File: src/rtl/arith_pkg.sv
// Shared definitions for the digit-serial subtractor: FSM states, count sizing
// and parameter legality.
package arith_pkg;

   typedef enum logic [1:0] {
      IDLE = 2'd0,
      BUSY = 2'd1,
      DONE = 2'd2
   } state_t;

   // Digit counter width: $clog2 of the digit count, never narrower than 1 bit.
   function automatic int unsigned cnt_width(input int unsigned width, input int unsigned digit);
      int unsigned n;
      if (digit == 0) return 1;
      n = width / digit;
      return ($clog2(n) < 1) ? 1 : $clog2(n);
   endfunction

   function automatic bit params_ok(input int unsigned width, input int unsigned digit);
      return (width >= 2) && (digit >= 1) && (digit <= width) && ((width % digit) == 0);
   endfunction

endpackage

File: src/rtl/serial_subtractor_digit.sv
// DIGIT-wide ripple of full-subtractor cells; purely combinational.
module digit_subtractor #(
   parameter int unsigned DIGIT = 2
) (
   input  logic [DIGIT-1:0] a_i,
   input  logic [DIGIT-1:0] b_i,
   input  logic             borrow_in_i,
   output logic [DIGIT-1:0] diff_o,
   output logic             borrow_out_o
);

   logic [DIGIT:0] w_bor;

   assign w_bor[0] = borrow_in_i;

   for (genvar g = 0; g < DIGIT; g++) begin : g_cell
      assign diff_o[g]    = a_i[g] ^ b_i[g] ^ w_bor[g];
      assign w_bor[g + 1] = (~a_i[g] & b_i[g]) | (~(a_i[g] ^ b_i[g]) & w_bor[g]);
   end

   assign borrow_out_o = w_bor[DIGIT];

endmodule

File: src/rtl/serial_subtractor.sv
// Digit-serial WIDTH-bit subtractor: diff = a - b - borrow_in, LSB digit first,
// valid/ready handshakes on both sides.
module serial_subtractor
   import arith_pkg::*;
#(
   parameter int unsigned WIDTH = 8,
   parameter int unsigned DIGIT = 2
) (
   input  logic             clk_i,
   input  logic             rst_n_i,
   input  logic             in_valid_i,
   output logic             in_ready_o,
   input  logic [WIDTH-1:0] a_i,
   input  logic [WIDTH-1:0] b_i,
   input  logic             borrow_in_i,
   output logic             out_valid_o,
   input  logic             out_ready_i,
   output logic [WIDTH-1:0] diff_o,
   output logic             borrow_out_o,
   output logic             overflow_o,
   output logic             zero_o
);

   localparam int unsigned N  = WIDTH / DIGIT;
   localparam int unsigned CW = cnt_width(WIDTH, DIGIT);

   if (!params_ok(WIDTH, DIGIT)) begin : g_param_err
      $error("serial_subtractor: illegal WIDTH/DIGIT combination");
   end

   state_t            r_state, w_state_next;
   logic [WIDTH-1:0]  r_a, r_b, r_res;
   logic              r_borrow, r_amsb, r_bmsb;
   logic [CW-1:0]     r_cnt;
   logic [WIDTH-1:0]  r_diff;
   logic              r_bout, r_ovf, r_zero;

   logic [DIGIT-1:0]  w_dig;
   logic              w_dig_bout;
   logic [WIDTH-1:0]  w_res_next;
   logic              w_accept, w_last, w_release;

   digit_subtractor #(.DIGIT(DIGIT)) u_digit (
      .a_i          (r_a[DIGIT-1:0]),
      .b_i          (r_b[DIGIT-1:0]),
      .borrow_in_i  (r_borrow),
      .diff_o       (w_dig),
      .borrow_out_o (w_dig_bout)
   );

   // Result digits enter from the MSB side so the final digit lands in place.
   assign w_res_next = (r_res >> DIGIT) | (WIDTH'(w_dig) << (WIDTH - DIGIT));

   assign w_accept  = (r_state == IDLE) && in_valid_i;
   assign w_last    = (r_state == BUSY) && (r_cnt == CW'(N - 1));
   assign w_release = (r_state == DONE) && out_ready_i;

   always_ff @(posedge clk_i or negedge rst_n_i) begin
      if (!rst_n_i) r_state <= IDLE;
      else          r_state <= w_state_next;
   end

   always_comb begin
      w_state_next = r_state;
      in_ready_o   = 1'b0;
      out_valid_o  = 1'b0;
      case (r_state)
         IDLE: begin
            in_ready_o = 1'b1;
            if (in_valid_i) w_state_next = BUSY;
         end
         BUSY: begin
            if (w_last) w_state_next = DONE;
         end
         DONE: begin
            out_valid_o = 1'b1;
            if (out_ready_i) w_state_next = IDLE;
         end
         default: w_state_next = IDLE;
      endcase
   end

   always_ff @(posedge clk_i or negedge rst_n_i) begin
      if (!rst_n_i) begin
         r_a      <= '0;
         r_b      <= '0;
         r_res    <= '0;
         r_borrow <= 1'b0;
         r_amsb   <= 1'b0;
         r_bmsb   <= 1'b0;
         r_cnt    <= '0;
         r_diff   <= '0;
         r_bout   <= 1'b0;
         r_ovf    <= 1'b0;
         r_zero   <= 1'b0;
      end else if (w_accept) begin
         r_a      <= a_i;
         r_b      <= b_i;
         r_borrow <= borrow_in_i;
         r_amsb   <= a_i[WIDTH-1];
         r_bmsb   <= b_i[WIDTH-1];
         r_cnt    <= '0;
      end else if (r_state == BUSY) begin
         r_a      <= r_a >> DIGIT;
         r_b      <= r_b >> DIGIT;
         r_res    <= w_res_next;
         r_borrow <= w_dig_bout;
         r_cnt    <= r_cnt + 1'b1;
         // Visible outputs update only on the edge that enters DONE.
         if (w_last) begin
            r_diff <= w_res_next;
            r_bout <= w_dig_bout;
            r_ovf  <= (r_amsb != r_bmsb) && (w_res_next[WIDTH-1] != r_amsb);
            r_zero <= (w_res_next == '0);
         end
      end
   end

   assign diff_o       = r_diff;
   assign borrow_out_o = r_bout;
   assign overflow_o   = r_ovf;
   assign zero_o       = r_zero;

   logic w_unused;
   assign w_unused = w_release;

endmodule

File: config.mk
export PLATFORM = sky130hd
export DESIGN_NAME = serial_subtractor
export DESIGN_NICKNAME = d
export VERILOG_FILES = /design/src/rtl/arith_pkg.sv /design/src/rtl/serial_subtractor_digit.sv /design/src/rtl/serial_subtractor.sv
export SDC_FILE = /design/constraint.sdc
export NUM_CORES = 1
export LEC_CHECK = 0
export CORE_MARGIN = 2
export CORE_UTILIZATION = 35
export CTS_CLUSTER_SIZE = 30
export DETAILED_ROUTE_END_ITERATION = 10
export DONT_BUFFER_PORTS = 1
export GPL_ROUTABILITY_DRIVEN = 0
export GPL_TIMING_DRIVEN = 0
export MAX_ROUTING_LAYER = met4
export PLACE_DENSITY = 0.51
export SLEW_MARGIN = 20
export SYNTH_ARGS = -nofsm -noshare
export SYNTH_HDL_FRONTEND = slang
export SYNTH_HIERARCHICAL = 1
export SYNTH_SLANG_ARGS = --single-unit
File: constraint.sdc
create_clock -name clk_i -period 2.4 [get_ports clk_i]
set_input_delay 0.48 -clock clk_i [delete_from_list [all_inputs] [get_ports clk_i]]
set_output_delay 0.48 -clock clk_i [all_outputs]
set_load 0.05 [all_outputs]
After elaboration in Yosys (flattened, before gate mapping)
Cells that the tools add are included.
W data, S select, Z words.

operators by class
  add/subtract/negate cells = 1
  reductions and logical operators = 9
  multiplexer cells = 14
  eq/ne operators = 8
  bitwise logic cells = 16

operators by type and width
  operator               count
  $mux W8                4
  $mux W2                5
  $logic_not A8 Y1       1
  $or A6 B8 Y8           1
  $ne A2 B2 Y1 const B   3
  $pmux W2 S3            1
  $reduce_and A3 Y1      2
  $not A1 Y1             5
  $and A1 B1 Y1          4
  $eq A2 B2 Y1 const B   2
  $mux W1                4
  $xor A1 B1 Y1          4
  $logic_and A1 B1 Y1    3
  $add A2 B1 Y2 const B  1
  $eq A2 B1 Y1 const B   1
  $logic_not A2 Y1       1
  $ne A1 B1 Y1           2
  $or A1 B1 Y1           2
  $reduce_and A2 Y1      1
  $reduce_bool A2 Y1     1

storage, ports and cells
  word-level logic and storage cells = 60
  output and inout port bits = 13
  input bits = 21
  register bits = 42

Depth between registers and ports, before layout
Gate-level depths: netlist (run 1).

  depth after elaboration = 8
  mapped depth = 7
  mapped depth without buffers = 7

By module
The synthesis (run 1) kept the hierarchy.

modules (own cells, without submodules)
  module             sequential area each (um2)  instances  area each (um2)  cells each
  serial_subtractor  1001.0                      1          1630.3           149
  digit_subtractor   0.0                         1          58.8             7

Worst setup path before layout (run 1)
Ideal clock, no wire load.

  kind = reg-to-reg
  from = register r_a[0]
  to = register r_zero (netlist: zero_o)
  required time = 2.317 ns
  stages on the path, launching flop included = 8
  buffers on the path = 0
  setup slack = 0.572 ns
  arrival time = 1.745 ns
  clock period less this slack = 1.828 ns
  setup time = 0.083 ns
  path through = dfrtp_1 inv_1 fa_1 inv_1 fa_1 nor4_1 nand2_1 o21ai_0

on the way
  word-level cells in the longest chain between the ends = 7
  elaborated cells on any way between the ends = 10
  classes of those cells = bitwise (9); reduce/logical (1)

RTL lines
  what                    line                           source
  start, declared         serial_subtractor.sv:32        logic [WIDTH-1:0] r_a, r_b, r_res;
  start signal, assigned  serial_subtractor.sv:97        r_a <= a_i;
  start signal, assigned  serial_subtractor.sv:104       r_a <= r_a >> DIGIT;
  $xor A1 B1 Y1           serial_subtractor_digit.sv:18  assign w_bor[g + 1] = (~a_i[g] & b_i[g]) | (~(a_i[g] ^ b_i[g]) & w_bor[g]);
  $not A1 Y1              serial_subtractor_digit.sv:18
  $and A1 B1 Y1           serial_subtractor_digit.sv:18
  $or A1 B1 Y1 *          serial_subtractor_digit.sv:18
  $xor A1 B1 Y1 *         serial_subtractor_digit.sv:17  assign diff_o[g] = a_i[g] ^ b_i[g] ^ w_bor[g];
  via w_dig[1]            serial_subtractor.sv:38        logic [DIGIT-1:0] w_dig;
  $or A6 B8 Y8 *          serial_subtractor.sv:52        assign w_res_next = (r_res >> DIGIT) | (WIDTH'(w_dig) << (WIDTH - DIGIT));
  $logic_not A8 Y1 *      serial_subtractor.sv:114       r_zero <= (w_res_next == '0);
  end signal, assigned    serial_subtractor.sv:114
  end, declared           serial_subtractor.sv:36        logic r_bout, r_ovf, r_zero;

The timed path passes the listed nets; every way through them passes the cells marked *.
A chain may end at the register's enable or synchronous reset.

Worst setup path after layout (run 1)
Same ends and word-level chain as after synthesis.

==> results of run 1 <==
[sequential cells by signal, summed over array words and instances, names as in the netlist, 2 cells and up]
| name | count |
|---|---|
| r_cnt | 2 |
| r_res | 6 |
| diff_o | 8 |
| r_b | 8 |
| r_state | 2 |
| r_a | 8 |
[cells by family after synthesis]
kind of cell,after synthesis
mux,11
flops,40
fa+ha+maj,3
compound gates,25
buf+inv,13
simple gates,64
[layout by cell type (no fill, tap or decap), drive strengths merged]
| cell type | instances |
|---|---|
| a22o | 2 |
| nor4 | 2 |
| dfrtp | 40 |
| nand2b | 2 |
| buf | 7 |
| nand2 | 54 |
| o21ai | 7 |
| nor2b | 2 |
| a22oi | 13 |
| nand3b | 1 |
| clkbuf | 7 |
| nor2 | 1 |
| a21oi | 1 |
| mux2 | 11 |
| nor3b | 2 |
| o21bai | 2 |
| ha | 1 |
| clkinv | 2 |
| inv | 6 |
| fa | 2 |
[routing by layer]
metal / wire (um) / vias up / global-route usage (%)
met5: 0 / - / -
met4: 61 / 0 / 5.45
met3: 146 / 7 / 4.39
met2: 1450 / 28 / 21.6
met1: 1630 / 537 / 21.2
li1: - / 538 / -
[where the power goes]
group	switching (mW)	internal, mW	leakage (nW)
combinational	0.586	0.396	0.362
sequential	0.510	0.971	0.507
clock	0.227	0.229	0.0510
total	1.32	1.60	0.920
[critical path, cell delays in order (launching register included)]
cell and delay (ns):
dfrtp_1 0.35, inv_1 0.06, fa_1 0.40, inv_1 0.07, fa_1 0.50, nor4_1 0.31, nand2_1 0.07, o21ai_0 0.13
[per-stage QoR]
| stage | power [mW] | instances |
|---|---|---|
| after floorplan | 2.22 | 156 |
| after global placement | 2.44 | 210 |
| after detailed placement | 2.48 | 210 |
| after CTS | 2.97 | 219 |
| after global routing | 3.21 | 219 |
| final | 2.92 | 219 |
[layout make-up]
cell class / instances / area [um^2] / area share (%)
Inverter: 6 / 22.5 / 1.20
Clock buffer: 6 / 82.6 / 4.42
Buffer: 7 / 40.0 / 2.14
Clock inverter: 2 / 10.0 / 0.535
Sequential cell: 40 / 1000 / 53.5
Multi-Input combinational cell: 103 / 626 / 33.5
Timing Repair Buffer: 1 / 20.0 / 1.07
Tap cell: 54 / 67.6 / 3.61
[worst max-delay path by stage]
stage	startpoint	end	slack (ns)
6_report	r_a[0]	zero_o	0.43
3_3_place_gp	r_a[0]	zero_o	0.43
2_1_floorplan	r_a[0]	zero_o	0.57
5_1_grt	r_a[0]	zero_o	0.22
3_5_place_dp	r_a[0]	zero_o	0.43
4_1_cts	r_a[0]	zero_o	0.41
[timing repair]
action                    CTS  global route
hold endpoints to repair   40             0
hold buffers                1             0
setup buffers               0             0
==> results.py, run 1 <==
metrics = {
    "status": {
        "status": "complete, no violations",
    },
    "timing": {
        "worstMarginPinSlew_ns": 0.880,
        "finalCriticalPeriod_ns": 1.97,
        "finalCritPeriodShare_pct": 82.2,
        "maxSlewViolCount": 0,
        "holdWs_ns": 0.0261,
        "tns_ns": 0,
        "finalSetupViolations": 0,
        "clock_skew_ns": 0.00494,
        "rsz0062_at_grt": "false",
        "max-slew-margin-rel_pct": 41.1,
        "finalHoldViolCount": 0,
        "setup_ws_ns": 0.428,
        "maxClockFrequency_mhz": 507,
    },
    "placed_design": {
        "dpl_cell_area_um2": 1760,
        "dp_slack_ns": 0.425,
        "portBuffers": 0,
        "dpl.hpwl_um": 2270,
    },
    "cts": {
        "clk_pin_slew_worst_paths_ns": 0.08,
        "clk_latency_ns": 0.29,
        "cts-root-buf": "clkbuf_8",
        "cts_tree": "done",
        "cts_resized": 0,
        "ctsHtreeMaxLevel": 2,
        "clock_path_buffers": 2,
        "clock-sinks": 40,
        "cts_buffers": 5,
    },
    "die": {
        "die_w_um": 73.5,
        "die_y_um": 73.5,
        "die_area_um2": 5400,
        "start_util_pct": 36.0,
        "ios": 34,
        "core_um2": 4690,
        "rows": 25,
    },
    "setup_path": {
        "arrival_ns": 2.19,
        "cp-end-kind": "flip-flop",
        "worstPathMaxFanout": 5,
        "startpoint_type": "flip-flop",
        "r2r_slack_ns": 0.43,
        "cp.required_ns": 2.61,
        "crit_type": "reg -> reg",
        "worstReg2RegEnd": "zero_o",
        "rr_startpoint": "r_a[0]",
        "reg2regPathDepth": 7,
    },
    "synthesis": {
        "synth_nets": 180,
        "synth_edf_count": 0,
        "synth_top_area_cell": "dfrtp_1",
        "syn_inst": 156,
        "synth-main-ff-cell": "dfrtp_1",
        "yosysTopAreaCellShare_pct": 59.3,
        "synthSimpleGateAreaFrac_pct": 16.3,
        "yosys-top-cells-count": "54 x nand2_1, 40 x dfrtp_1, 13 x a22oi_1, 7 x o21ai_0",
        "avgSynthCellArea_um2": 10.8,
        "synth.area.top_cells": "dfrtp_1 59%, nand2_1 12%, a22oi_1 5.8%",
        "synth_area_um2": 1690,
        "synth_fa_ha_area_share_pct": 3.11,
        "ys_ff_latch": 40,
        "synth_top_family_by_area": "simple AND/OR/NAND/NOR gates",
        "yosysWarningCount": 6,
        "yosysUniqueCellTypes": 23,
        "synth_xor_area_share_pct": 0,
        "synth.area.mux_share_pct": 7.33,
        "synthArstFlopShare_pct": 100,
        "yosysMostFrequentCell": "nand2_1",
        "yosysSeqAreaShare_pct": 59.3,
        "synth_compound_area_share_pct": 10.3,
    },
    "global_route": {
        "grt_start_max_net_pins": 41,
        "grtUsageTotal_pct": 15.4,
        "overflow": 0,
        "grt_pass1_wl_um": 5990,
        "antenna_found_initial": 0,
        "grt_pass1_vias": 1204,
    },
    "routing": {
        "vias": 1110,
        "drt_iter0_drc": 101,
        "drc": 0,
        "vias_per_cell": 5.07,
        "antenna_left": 0,
        "totalWireLength_um": 3290,
        "first_pass_iters": 4,
        "wl_per_cell_um": 15.0,
    },
    "power": {
        "ir_worst_vdd_uv": 465,
        "powerDensity_nw_per_um2": 1560,
        "leakage_nw": 0.920,
    },
    "finish": {
        "drive_gt1_share_pct": 14.5,
        "nets": 188,
        "post-route-util_pct": 39.8,
        "num-fill-cells": 474,
        "stdcell_area_um2": 1870,
        "n_antenna_cell": 0,
        "syn2layout_area_growth_pct": 10.7,
    },
    "run": {
        "maxCapViolCount": 0,
    },
    "hold_path": {
        "hold_path_class": "in -> async",
    },
}
No activity file was read; power rests on OpenSTA's default activity.
==> inputs of run 2 (changes only) <==
==> constraint.sdc (replaced) <==
create_clock -name clk_i -period 1.94 [get_ports clk_i]
set_input_delay 0.388 -clock clk_i [delete_from_list [all_inputs] [get_ports clk_i]]
set_output_delay 0.388 -clock clk_i [all_outputs]
set_load 0.05 [all_outputs]
==> run 2 against run 1 <==
  * Largest cell class unchanged
  * Highest routed layer unchanged
  * Worst hold slack better by 0.18 ns
  * Sequential power grew 24%
  * Routed wire length is 0.33% higher
  * Sequential cell count did not move
==> results.py, run 2 (synthesis results as in run 1) <==
metrics = {
    "timing": {
        "setup_ws_ns": 0.0528,
        "finalCritPeriodShare_pct": 97.3,
        "worstMarginPinSlew_ns": 0.880,
        "max-slew-margin-rel_pct": 41.1,
        "tns_ns": 0,
        "finalSetupViolations": 0,
        "clock_skew_ns": 0.00492,
        "maxClockFrequency_mhz": 530,
        "maxSlewViolCount": 0,
        "holdWs_ns": 0.207,
        "finalCriticalPeriod_ns": 1.89,
        "rsz0062_at_grt": "true",
        "finalHoldViolCount": 0,
    },
    "die": {
        "rows": 25,
        "start_util_pct": 36.0,
        "ios": 34,
        "die_w_um": 73.5,
        "die_area_um2": 5400,
        "core_um2": 4690,
        "die_y_um": 73.5,
    },
    "routing": {
        "antenna_left": 0,
        "vias_per_cell": 5.00,
        "dr_wl_met3_um": 161,
        "dr_wl_met2_um": 1450,
        "drt_iter0_drc": 94,
        "highest-signal-layer": "met4",
        "drc": 0,
        "first_pass_iters": 4,
        "totalWireLength_um": 3300,
        "wl_per_cell_um": 14.8,
        "wl_met1_um": 1620,
        "vias": 1111,
    },
    "global_route": {
        "grtUsageTotal_pct": 15.3,
        "grt_pass1_vias": 1209,
        "antenna_found_initial": 0,
        "grt_start_max_net_pins": 41,
        "overflow": 0,
        "grt_pass1_wl_um": 6000,
    },
    "power": {
        "powerDensity_nw_per_um2": 1950,
        "ir_worst_vdd_uv": 576,
        "total_power_mw": 3.73,
        "leakage_nw": 0.934,
    },
    "setup_path": {
        "crit_family": "adder cells",
        "cp-end-kind": "flip-flop",
        "path_cells": "inv_1, fa_2, inv_2, fa_2, buf_4, mux2_1",
        "startpoint_type": "flip-flop",
        "max_stage_delay_ns": 0.49,
        "cp.buffers_inverters": 3,
        "worst_path_most_repeated_cell": "fa_2",
        "arrival_ns": 2.06,
        "crit_type": "reg -> reg",
        "worstPathMaxFanout": 5,
        "reg2regPathDepth": 6,
        "cp.required_ns": 2.11,
        "cp_slowest_cell": "fa_2",
        "cp.depth": 6,
    },
    "cts": {
        "clock_path_buffers": 2,
        "cts-root-buf": "clkbuf_8",
        "clock-sinks": 40,
        "cts_buffers": 5,
        "cts_tree": "done",
        "ctsHtreeMaxLevel": 2,
        "clk_latency_ns": 0.29,
        "clk_pin_slew_worst_paths_ns": 0.08,
    },
    "finish": {
        "syn2layout_area_growth_pct": 13.3,
        "nets": 191,
        "post-route-util_pct": 40.8,
        "mostFrequentLayoutCells": "54 x nand2_1, 40 x dfrtp_1, 13 x a22oi_1, 6 x mux2_2, 6 x clkbuf_8",
        "drive_gt1_share_pct": 19.0,
        "fin_cells": 222,
        "final_common_cell": "nand2_1",
        "stdcell_area_um2": 1910,
        "n_antenna_cell": 0,
    },
    "placed_design": {
        "dpl.cell_count": 210,
        "dpl_cell_area_um2": 1760,
        "dp_slack_ns": -0.0350,
        "portBuffers": 0,
        "dpl.hpwl_um": 2270,
    },
    "hold_path": {
        "hold_path_class": "in -> reg",
        "hold_path_depth": 1,
    },
    "status": {
        "status": "complete, no violations",
    },
    "run": {
        "maxCapViolCount": 0,
    },
}
## run 2: cell types whose count changed in the layout (fill, tap and decap cells not counted), sizes merged
cell,previous run,this run
dlygate4sd3,0,1
buf,7,9
## run 2: layout make-up
cell class / instances / area (um^2)
Sequential cell: 40 / 1000
Timing Repair Buffer: 4 / 45.0
Clock buffer: 6 / 82.6
Clock inverter: 2 / 10.0
Tap cell: 54 / 67.6
Multi-Input combinational cell: 103 / 646
Inverter: 6 / 22.5
Fill cell: 476 / 2780
Buffer: 7 / 40.0
## run 2: final timing paths
kind	endpoint	start	slack, ns
setup / recovery	diff_o[7]	r_a[0]	0.05
hold / removal	r_state[1]	out_ready_i	0.21
setup reg to reg	diff_o[7]	r_a[0]	0.05
hold reg to reg	r_b[3]	r_b[3]	0.48
max in group asynchronous	borrow_out_o	rst_n_i	1.17
min in group asynchronous	r_res[3]	rst_n_i	0.57
## run 2: repair_timing
action,in CTS,in global routing
hold buffers,2,0
cloned,0,0
pin swaps,0,2
resized for setup,3,5
setup endpoints to repair,2,2
buffers inserted,0,2
endpoints found under the hold margin,40,0
## run 2: worst register-to-register path: cells and delay by family (launching register included)
family / cells / cell delay, ns
fa+ha+maj: 2 / 0.87
flops: 1 / 0.35
buf+inv: 3 / 0.28
mux: 1 / 0.26
## run 2: per-layer routing
layer	vias up	GRT usage (%)
li1	544	-
met5	-	-
met2	28	21.4
met4	0	5.45
met1	532	21.3
met3	7	4.39
## run 2: power breakdown
group,total [mW],internal [mW],switching (mW)
sequential,1.84,1.20,0.641
combinational,1.33,0.569,0.762
clock,0.562,0.284,0.278
total,3.73,2.05,1.68
==> inputs of run 3 (changes only) <==
--- a/config.mk
+++ b/config.mk
@@ -14,7 +14,6 @@
 export GPL_TIMING_DRIVEN = 0
 export MAX_ROUTING_LAYER = met4
 export PLACE_DENSITY = 0.51
-export SLEW_MARGIN = 20
 export SYNTH_ARGS = -nofsm -noshare
 export SYNTH_HDL_FRONTEND = slang
 export SYNTH_HIERARCHICAL = 1
==> results of run 3 <==
Same layout as run 2: the final DEF is identical, and so are final timing and power.
